`src/rtl/lot_gate_controller_if.sv`:
```
// Signal bundle between the lot gate controller and its surroundings:
// request buttons, occupancy, car pulses in; gate actuator and status out.
interface lot_gate_controller_if #(
   parameter int OW = 5
);
   logic          req_in;
   logic          req_out;
   logic [OW-1:0] occupancy;
   logic          car_entered;
   logic          car_exited;
   logic          gate_up;
   logic          grant_in;
   logic          grant_out;
   logic          deny_full;
   logic          done;
   logic          timeout;

   // Controller side
   modport slave (
      input  req_in, req_out, occupancy, car_entered, car_exited,
      output gate_up, grant_in, grant_out, deny_full, done, timeout
   );

   // Environment side (buttons, lot_counter, counter_25, actuator, LEDs)
   modport master (
      output req_in, req_out, occupancy, car_entered, car_exited,
      input  gate_up, grant_in, grant_out, deny_full, done, timeout
   );
endinterface

```
`src/rtl/lot_gate_controller.sv`:
```
// Shared entry/exit gate sequencer. Arbitrates in/out requests round-robin,
// refuses entry when the lot is full, and walks the gate through
// OPENING -> PASSING -> CLOSING, closing on a matching car pulse or a timeout.
module lot_gate_controller #(
   parameter int CAPACITY     = 25,
   parameter int MOVE_CYCLES  = 4,
   parameter int PASS_TIMEOUT = 16,
   parameter int OW           = 5
) (
   input  logic                  clk,
   input  logic                  rst,   // asynchronous, active-low
   lot_gate_controller_if.slave  bus
);

   // One timer serves every phase; it must reach the longer of the two limits.
   localparam int TMAX = (MOVE_CYCLES > PASS_TIMEOUT) ? MOVE_CYCLES : PASS_TIMEOUT;
   localparam int TW   = (TMAX > 1) ? $clog2(TMAX) : 1;
   localparam logic [TW-1:0] MOVE_LAST = TW'(MOVE_CYCLES - 1);
   localparam logic [TW-1:0] PASS_LAST = TW'(PASS_TIMEOUT - 1);
   localparam logic [TW-1:0] T_ZERO    = {TW{1'b0}};
   localparam logic [TW-1:0] T_ONE     = TW'(1);

   typedef enum logic [1:0] {
      IDLE    = 2'd0,
      OPENING = 2'd1,
      PASSING = 2'd2,
      CLOSING = 2'd3
   } state_t;

   typedef enum logic {
      DIR_OUT = 1'b0,
      DIR_IN  = 1'b1
   } dir_t;

   state_t        state_q, state_d;
   dir_t          last_dir_q, last_dir_d;
   logic [TW-1:0] timer_q, timer_d;
   logic          gate_up_q, gate_up_d;
   logic          grant_in_q, grant_in_d;
   logic          grant_out_q, grant_out_d;
   logic          deny_full_q, deny_full_d;
   logic          done_q, done_d;
   logic          timeout_q, timeout_d;

   logic [OW-1:0] occ_s;
   logic          room_s;
   logic          in_ok_s;
   logic          pick_in_s;
   logic          pick_out_s;
   logic          match_s;

   assign occ_s  = bus.occupancy;
   assign room_s = (32'(occ_s) < 32'(CAPACITY));

   // Request qualification and round-robin tie break (tie goes opposite last_dir)
   always_comb begin
      in_ok_s    = bus.req_in && room_s;
      pick_in_s  = in_ok_s && (!bus.req_out || (last_dir_q == DIR_OUT));
      pick_out_s = bus.req_out && (!in_ok_s || (last_dir_q == DIR_IN));
      match_s    = (bus.car_entered && grant_in_q) || (bus.car_exited && grant_out_q);
   end

   // Next-state, timer and next-output computation
   always_comb begin
      state_d     = state_q;
      last_dir_d  = last_dir_q;
      timer_d     = timer_q;
      grant_in_d  = grant_in_q;
      grant_out_d = grant_out_q;
      deny_full_d = 1'b0;
      done_d      = 1'b0;
      timeout_d   = 1'b0;
      gate_up_d   = 1'b0;

      case (state_q)
         IDLE: begin
            timer_d     = T_ZERO;
            grant_in_d  = 1'b0;
            grant_out_d = 1'b0;
            if (pick_in_s) begin
               state_d    = OPENING;
               grant_in_d = 1'b1;
               last_dir_d = DIR_IN;
            end else if (pick_out_s) begin
               state_d     = OPENING;
               grant_out_d = 1'b1;
               last_dir_d  = DIR_OUT;
            end else begin
               deny_full_d = bus.req_in && !room_s;
            end
         end
         OPENING: begin
            if (timer_q == MOVE_LAST) begin
               state_d = PASSING;
               timer_d = T_ZERO;
            end else begin
               timer_d = timer_q + T_ONE;
            end
         end
         PASSING: begin
            // A matching car on the expiry cycle wins over the timeout.
            if (match_s) begin
               state_d = CLOSING;
               timer_d = T_ZERO;
            end else if (timer_q == PASS_LAST) begin
               state_d   = CLOSING;
               timer_d   = T_ZERO;
               timeout_d = 1'b1;
            end else begin
               timer_d = timer_q + T_ONE;
            end
         end
         CLOSING: begin
            if (timer_q == MOVE_LAST) begin
               state_d     = IDLE;
               timer_d     = T_ZERO;
               grant_in_d  = 1'b0;
               grant_out_d = 1'b0;
               done_d      = 1'b1;
            end else begin
               timer_d = timer_q + T_ONE;
            end
         end
         default: begin
            state_d     = IDLE;
            timer_d     = T_ZERO;
            grant_in_d  = 1'b0;
            grant_out_d = 1'b0;
         end
      endcase

      gate_up_d = (state_d == OPENING) || (state_d == PASSING);
   end

   // State, timer and registered outputs; reset also aborts any transaction
   always_ff @(posedge clk or negedge rst) begin
      if (!rst) begin
         state_q     <= IDLE;
         last_dir_q  <= DIR_OUT;
         timer_q     <= T_ZERO;
         gate_up_q   <= 1'b0;
         grant_in_q  <= 1'b0;
         grant_out_q <= 1'b0;
         deny_full_q <= 1'b0;
         done_q      <= 1'b0;
         timeout_q   <= 1'b0;
      end else begin
         state_q     <= state_d;
         last_dir_q  <= last_dir_d;
         timer_q     <= timer_d;
         gate_up_q   <= gate_up_d;
         grant_in_q  <= grant_in_d;
         grant_out_q <= grant_out_d;
         deny_full_q <= deny_full_d;
         done_q      <= done_d;
         timeout_q   <= timeout_d;
      end
   end

   assign bus.gate_up   = gate_up_q;
   assign bus.grant_in  = grant_in_q;
   assign bus.grant_out = grant_out_q;
   assign bus.deny_full = deny_full_q;
   assign bus.done      = done_q;
   assign bus.timeout   = timeout_q;

endmodule

```
`src/flat_wrapper.sv`:
```
// flat-port wrapper written by rule: the top's interface ports become plain ports
module lot_gate_controller_flat 
#(
   parameter int CAPACITY     = 25,
   parameter int MOVE_CYCLES  = 4,
   parameter int PASS_TIMEOUT = 16,
   parameter int OW           = 5
)
  (clk, rst, bus_req_in, bus_req_out, bus_occupancy, bus_car_entered, bus_car_exited, bus_gate_up, bus_grant_in, bus_grant_out, bus_deny_full, bus_done, bus_timeout);
  lot_gate_controller_if #(.OW(OW)) bus_i ();
  input  logic clk;
  input  logic rst;
  input wire logic [$bits(bus_i.req_in)-1:0] bus_req_in;
  input wire logic [$bits(bus_i.req_out)-1:0] bus_req_out;
  input wire logic [$bits(bus_i.occupancy)-1:0] bus_occupancy;
  input wire logic [$bits(bus_i.car_entered)-1:0] bus_car_entered;
  input wire logic [$bits(bus_i.car_exited)-1:0] bus_car_exited;
  output wire logic [$bits(bus_i.gate_up)-1:0] bus_gate_up;
  output wire logic [$bits(bus_i.grant_in)-1:0] bus_grant_in;
  output wire logic [$bits(bus_i.grant_out)-1:0] bus_grant_out;
  output wire logic [$bits(bus_i.deny_full)-1:0] bus_deny_full;
  output wire logic [$bits(bus_i.done)-1:0] bus_done;
  output wire logic [$bits(bus_i.timeout)-1:0] bus_timeout;
  assign bus_i.req_in = bus_req_in;
  assign bus_i.req_out = bus_req_out;
  assign bus_i.occupancy = bus_occupancy;
  assign bus_i.car_entered = bus_car_entered;
  assign bus_i.car_exited = bus_car_exited;
  assign bus_gate_up = bus_i.gate_up;
  assign bus_grant_in = bus_i.grant_in;
  assign bus_grant_out = bus_i.grant_out;
  assign bus_deny_full = bus_i.deny_full;
  assign bus_done = bus_i.done;
  assign bus_timeout = bus_i.timeout;
  lot_gate_controller #(.CAPACITY(CAPACITY), .MOVE_CYCLES(MOVE_CYCLES), .PASS_TIMEOUT(PASS_TIMEOUT), .OW(OW)) u_core (.clk(clk), .rst(rst), .bus(bus_i));
endmodule
```
`config.mk`:
```
export PLATFORM = sky130hd
export DESIGN_NAME = lot_gate_controller_flat
export DESIGN_NICKNAME = d
export VERILOG_FILES = /design/src/rtl/lot_gate_controller_if.sv /design/src/rtl/lot_gate_controller.sv /design/src/flat_wrapper.sv
export SDC_FILE = /design/constraint.sdc
export NUM_CORES = 1
export LEC_CHECK = 0
export ABC_AREA = 1
export ABC_CLOCK_PERIOD_IN_PS = 3500
export CELL_PAD_IN_SITES_DETAIL_PLACEMENT = 1
export CELL_PAD_IN_SITES_GLOBAL_PLACEMENT = 2
export CORE_MARGIN = 1.5
export CORE_UTILIZATION = 27
export DETAILED_ROUTE_END_ITERATION = 12
export PLACE_DENSITY_LB_ADDON = 0.1
export SETUP_SLACK_MARGIN = 0.05
export SYNTH_ARGS = -nofsm -noshare
export SYNTH_HDL_FRONTEND = slang
export SYNTH_SLANG_ARGS = --single-unit
```
`constraint.sdc`:
```
create_clock -name clk -period 3.5 [get_ports clk]
set_input_delay 0.35 -clock clk [delete_from_list [all_inputs] [get_ports clk]]
set_output_delay 0.35 -clock clk [all_outputs]
set_load 0.01 [all_outputs]
```
==> results of run 1 <==
-- layout make-up --
| type | instances | area [um^2] | area share [%] |
|---|---|---|---|
| Clock buffer | 4 | 26.3 | 3.22 |
| Timing Repair Buffer | 16 | 160 | 19.6 |
| Multi-Input combinational cell | 49 | 240 | 29.4 |
| Sequential cell | 13 | 325 | 39.9 |
| Tap cell | 27 | 33.8 | 4.14 |
| Inverter | 8 | 30.0 | 3.68 |
-- stage by stage --
stage | total power [W] | hold slack [ns] | util [%] | setup slack [ns]
2_1_floorplan | 0.000382 | 0.0544 | - | 2.31
3_3_place_gp | 0.000464 | 0.452 | 39.0 | 2.07
3_5_place_dp | 0.000467 | 0.465 | 39.0 | 2.05
4_1_cts | 0.000569 | 0.474 | 40.3 | 1.92
5_1_grt | 0.000612 | 0.506 | 40.3 | 1.86
6_report | 0.000553 | 0.449 | 40.3 | 1.95
-- metal layers --
layer,track usage (%),vias to the layer above,share of wire [%]
met5,0,-,0
met4,9.72,0,2.3
met3,3.03,4,3.8
met2,21.3,10,51
met1,14.0,245,43
li1,-,262,-
-- worst max-delay path by stage --
stage,startpoint,to,cells after the start
after CTS,u_core.bus.grant_in$_DFFE_PN0P_,bus_grant_in,1
after global placement,bus_occupancy[0],u_core.bus.gate_up$_DFF_PN0_,8
after floorplan,u_core.timer_q[0]$_DFF_PN0_,u_core.bus.gate_up$_DFF_PN0_,7
after global routing,u_core.bus.grant_in$_DFFE_PN0P_,bus_grant_in,1
after detailed placement,bus_occupancy[1],u_core.bus.gate_up$_DFF_PN0_,8
final,u_core.bus.grant_out$_DFFE_PN0P_,bus_grant_out,1
-- cells in the final DEF, fill, tap and decap left out --
cell type        count
nor3_1               1
clkbuf_4             3
a21oi_1              1
ha_1                 1
nor2_2               1
clkdlybuf4s50_1     16
o21ai_1              1
nand2_1             17
nand3_1              7
and2_1               1
clkbuf_1             1
nor2_1              10
nand2_2              1
xor2_1               2
nor4_1               1
nand4_1              1
o21ai_2              2
dfrtp_1             13
inv_1                8
o21ai_0              2
-- worst reg2reg max path, cell delays in order, from the launching register on --
cell     delay (ns)
dfrtp_1        0.40
ha_1           0.25
nand3_1        0.16
nand3_1        0.08
nand2_1        0.11
nand3_1        0.07
nor2_1         0.09
nor2_1         0.04
-- sequential cells by signal, summed over array words and instances, names as in the netlist --
register and flops:
u_core.bus.deny_full 1, u_core.bus.done 1, u_core.bus.gate_up 1, u_core.bus.grant_in 1, u_core.bus.grant_out 1, u_core.bus.timeout 1, u_core.last_dir_q 1, u_core.state_q 2
u_core.timer_q 4
-- kinds of logic (layout without fill, tap and decap cells) --
kind of cell / Yosys count / after routing / synth area share (%)
compound gates: 6 / 6 / 6.30
simple gates: 40 / 40 / 29.0
buf+inv: 8 / 28 / 5.04
xor+xnor: 2 / 2 / 2.94
flops: 13 / 13 / 54.6
fa+ha+maj: 1 / 1 / 2.10
-- power by group through the flow --
stage	Combinational [W]	Clock, W	Sequential [W]
finish	0.000221	0.0000950	0.000237
global route	0.000260	0.000107	0.000246
CTS	0.000228	0.000102	0.000238
detailed placement	0.000226	0	0.000241
global placement	0.000224	0	0.000240
floorplan	0.000141	0	0.000241
-- cell usage after synthesis --
master / n
o21ai_2: 2
and2_1: 1
nand2_1: 17
inv_1: 8
a21oi_1: 1
xor2_1: 2
o21ai_0: 2
nand4_1: 1
nor2_1: 10
dfrtp_1: 13
nand2_2: 1
nor4_1: 1
nor3_1: 1
nand3_1: 7
o21ai_1: 1
nor2_2: 1
ha_1: 1
==> out/results.tsv, run 1 <==
metric	value	unit
status	finished, final reports clean	
Critical R2R Capture	u_core.bus.gate_up$_DFF_PN0_	
ranking of synthesized cells by area	dfrtp_1 (55%), nand2_1 (11%), nor2_1 (6.3%)	
Finished Layout Cells	117	
r2r worst-path depth	7	
Vias/cell	4.45	
Core Rows	16	
final setup violation count	0	
Worst Hold Class	input pin to asynchronous set/reset pin	
Max transition margin	59.5	%
CTS tree	yes	
Pint	0.000344	W
Ys Warns	0	
htree depth	1	
design area	816	um^2
placed cell area	790	um^2
clock sinks	13	
fin crit period	1.55	ns
CP startpoint kind	flop	
DRT Pass-1 Iters	3	
register area share after synthesis	54.6	%
Mapped Avg Cell Area	8.51	um^2
number of global-route vias before repair	553	
drc violations	0	
worst slew pin tran	0.606	ns
num ports	17	
Slew Viols, Final	0	
HPWL after detailed placement	1030	um
largest net degree at the start of global routing	14	
pwr dens	678	mW/mm^2
worst-skew pair later-pin latency	0.28	ns
Buffers on Ports	16	
skew final	0.000824	ns
Clock Path Buffers	2	
share of layout cells above drive strength 1	7.78	%
CP max stage delay	0.55	ns
ant diodes	0	
Synth Net Count	82	
sequential share of power	42.8	%
P&R area growth vs syn	37.0	%
P_leak	0.395	nW
fin nets	103	
crit path capture type	output port	
crit path cell chain	clkdlybuf4s50_1	
Final TNS setup	0	ns
r2r startpoint	u_core.timer_q[0]$_DFF_PN0_	
total global routing overflow	0	
cts repair resizes	0	
Worst Path Buf+Inv	1	
DIE WIDTH	50.0	um
GPL Wtd Cong	0.661	
Peak supply drop	0.267	mV
CP max stage cell	clkdlybuf4s50_1	
Worst-path clk slew	0.08	ns
Cells after Synth	70	
DRT iter0 DRCs	2	
largest area contributor in the netlist	dfrtp_1	
post-synthesis register bit count	13	
Final Hold Viols	0	
Root Driver	clkbuf_4	
Logic pwr share	40.0	%
WP data required	3.15	ns
Final Cycle Share	44.4	%
CORE AREA	0.00202	mm^2
Placed Instances	113	
switching power	0.000209	W
fmax	644	MHz
first-pass GRT wire length	2350	um
switch share	37.7	%
R2R Setup Slk	2.19	ns
Starting Density	29.5	%
top-area cell type share of the netlist area	54.6	%
unique cell type count in the Yosys netlist	17	
total track usage	12.8	%
Post-Route WL	1280	um
clock share of power	17.2	%
hold_buf cts	0	
Post-DRT Antenna Nets	0	
Vias	521	
Top delay family on crit path	buffers and inverters	
WL/cell	10.9	um
mapped cell area	596	um^2
initial antenna violation count	0	
Max Cap Viol	0	
critical path class	flop to output port	
Vert. Die Dim	50.0	um
unrepaired setup endpoints after global routing	false	
number of setup buffers added after CTS	0	
CP Data Arrival Time	1.20	ns
Fill cells	245	
Die ar.	0.00250	mm^2
CP Max Fanout	3	
CTS Buf Count	3	
No activity file was read; power rests on OpenSTA's default activity.
==> inputs of run 2 (changes only) <==
--- a/config.mk
+++ b/config.mk
@@ -6,11 +6,11 @@
 export NUM_CORES = 1
 export LEC_CHECK = 0
 export ABC_AREA = 1
-export ABC_CLOCK_PERIOD_IN_PS = 3500
+export ABC_CLOCK_PERIOD_IN_PS = 1400
 export CELL_PAD_IN_SITES_DETAIL_PLACEMENT = 1
 export CELL_PAD_IN_SITES_GLOBAL_PLACEMENT = 2
 export CORE_MARGIN = 1.5
-export CORE_UTILIZATION = 27
+export CORE_UTILIZATION = 23
 export DETAILED_ROUTE_END_ITERATION = 12
 export PLACE_DENSITY_LB_ADDON = 0.1
 export SETUP_SLACK_MARGIN = 0.05
==> constraint.sdc (replaced) <==
create_clock -name clk -period 1.4 [get_ports clk]
set_input_delay 0.14 -clock clk [delete_from_list [all_inputs] [get_ports clk]]
set_output_delay 0.14 -clock clk [all_outputs]
set_load 0.01 [all_outputs]
==> run 2 against run 1 <==
Effect of this change:
- via count is 0.96% higher
- register-to-register slack worse by 2.0 ns
- final cell count is 3.4% higher
- count of clock-buffer cells in the layout stayed put
- critical path depth stayed put
- clock skew is 0.0027 ns higher
- worst setup slack worse by 1.8 ns
- critical endpoint is now bus_timeout
- largest cell class unchanged
==> out/results.tsv, run 2 (synthesis results as in run 1) <==
metric	value	unit	change
Multi-input gate area	254	um^2	+5.7%
area occupied by registers	325	um^2	unchanged
worst slew pin tran	0.231	ns	-0.375 ns
CP startpoint kind	flop		
Placed Instances	117		+3.5%
Largest register FFs	4		unchanged
HPWL after detailed placement	1080	um	+5.1%
Final TNS setup	0	ns	unchanged
fmax	786	MHz	
start point of the critical path	u_core.bus.timeout$_DFF_PN0_		
first-pass GRT wire length	2280	um	-3.2%
initial antenna violation count	0		unchanged
CP Data Arrival Time	1.13	ns	-0.07 ns
P_leak	0.405	nW	+2.7%
Final Hold Viols	0		unchanged
Finished Layout Cells	121		+3.4%
fin crit period	1.27	ns	
Slew Viols, Final	0		unchanged
CP Max Fanout	1		-2
CTS Buf Count	3		unchanged
Worst Path Buf+Inv	1		unchanged
total global routing overflow	0		unchanged
final setup violation count	0		unchanged
Clock Path Buffers	2		unchanged
Max Cap Viol	0		unchanged
DIE WIDTH	53.9	um	+7.8%
crit path cell chain	clkdlybuf4s50_1		
Root Driver	clkbuf_4		
GPL Wtd Cong	0.600		-9.1%
Fill cells	309		+26%
Final Cycle Share	90.9	%	
fin nets	104		+0.97%
Largest regs	u_core.timer_q: 4 flops, u_core.state_q: 2 flops		
CTS tree	yes		
unrepaired setup endpoints after global routing	false		
pwr dens	1660	mW/mm^2	+150%
status	finished, final reports clean		
CP max stage delay	0.53	ns	-0.02 ns
Largest Register	u_core.timer_q		
commonest non-fill, non-tap cells in the layout	nand2_1 (16), clkdlybuf4s50_1 (14), dfrtp_1 (13)		
clock sinks	13		unchanged
Vias/cell	4.35		-2.4%
Die ar.	0.00290	mm^2	+16%
Top delay family on crit path	buffers and inverters		
Starting Density	24.3	%	-5.2 points
skew final	0.00353	ns	+0.00271 ns
worst-skew pair later-pin latency	0.28	ns	about the same
DRT iter0 DRCs	3		+1
Max transition margin	84.4	%	+25 points
ant diodes	0		unchanged
Post-DRT Antenna Nets	0		unchanged
share of layout cells above drive strength 1	13.2	%	+5.4 points
drc violations	0		unchanged
num ports	17		unchanged
largest net degree at the start of global routing	14		unchanged
crit path capture type	output port		
CORE AREA	0.00245	mm^2	+21%
htree depth	1		unchanged
WL/cell	10.7	um	-1.9%
r2r startpoint	u_core.timer_q[0]$_DFF_PN0_		
Vias	526		+0.96%
Worst Hold Class	input pin to asynchronous set/reset pin		
commonest non-fill, non-tap cell in the layout	nand2_1		
P&R area growth vs syn	40.8	%	
number of global-route vias before repair	561		+1.4%
WP data required	1.26	ns	-1.89 ns
CP Depth	1		unchanged
Core Rows	18		+2
placed cell area	801	um^2	+1.4%
Vert. Die Dim	53.9	um	+7.8%
Worst-path clk slew	0.08	ns	about the same
Buffers on Ports	16		unchanged
Peak supply drop	0.795	mV	+200%
Post-Route WL	1300	um	+1.4%
number of setup buffers added after CTS	0		unchanged
design area	838	um^2	+2.8%
CP max stage cell	clkdlybuf4s50_1		
total track usage	11.3	%	-1.5 points
DRT Pass-1 Iters	3		unchanged
r2r worst-path depth	7		unchanged
critical path class	flop to output port		
## run 2: per-stage QoR
stage	hold WS [ns]	worst slack (ns)	power [W]	util, %
floorplan	-0.156	0.214	0.000955	-
global placement	0.443	0.142	0.00118	32.6
detailed placement	0.452	0.0813	0.00118	32.6
CTS	0.166	0.0655	0.00140	33.6
global route	0.177	0.0608	0.00155	34.1
finish	0.163	0.127	0.00139	34.1
## run 2: timing repair
item	CTS	global route
gates cloned	0	0
endpoints found under the setup margin	2	6
hold buffers	0	0
resized for setup	2	4
## run 2: final timing paths
path	to	slack (ns)
worst min register to register	u_core.timer_q[0]$_DFF_PN0_	0.46
worst max-delay path	bus_timeout	0.13
worst max register to register	u_core.bus.gate_up$_DFF_PN0_	0.17
min in group clk	u_core.timer_q[0]$_DFF_PN0_	0.46
worst min-delay path	u_core.timer_q[3]$_DFF_PN0_	0.16
max in group asynchronous	u_core.last_dir_q$_DFFE_PN0P_	1.07
## run 2: power by group
group          switching [W]  internal (W)
sequential         0.0000934      0.000501
combinational       0.000317      0.000245
clock               0.000126      0.000110
## run 2: area by class of cell
cell class | instances | share of cell area, %
Clock buffer | 4 | 3.13
Inverter | 8 | 3.58
Multi-Input combinational cell | 49 | 30.3
Sequential cell | 13 | 38.8
Tap cell | 30 | 4.48
Timing Repair Buffer | 17 | 19.7
## run 2: metal layers
metal	wire (um)	global-route usage, %
met1	563	12.2
met2	651	19.5
met3	74	5.83
met4	10	2.56
met5	0	0
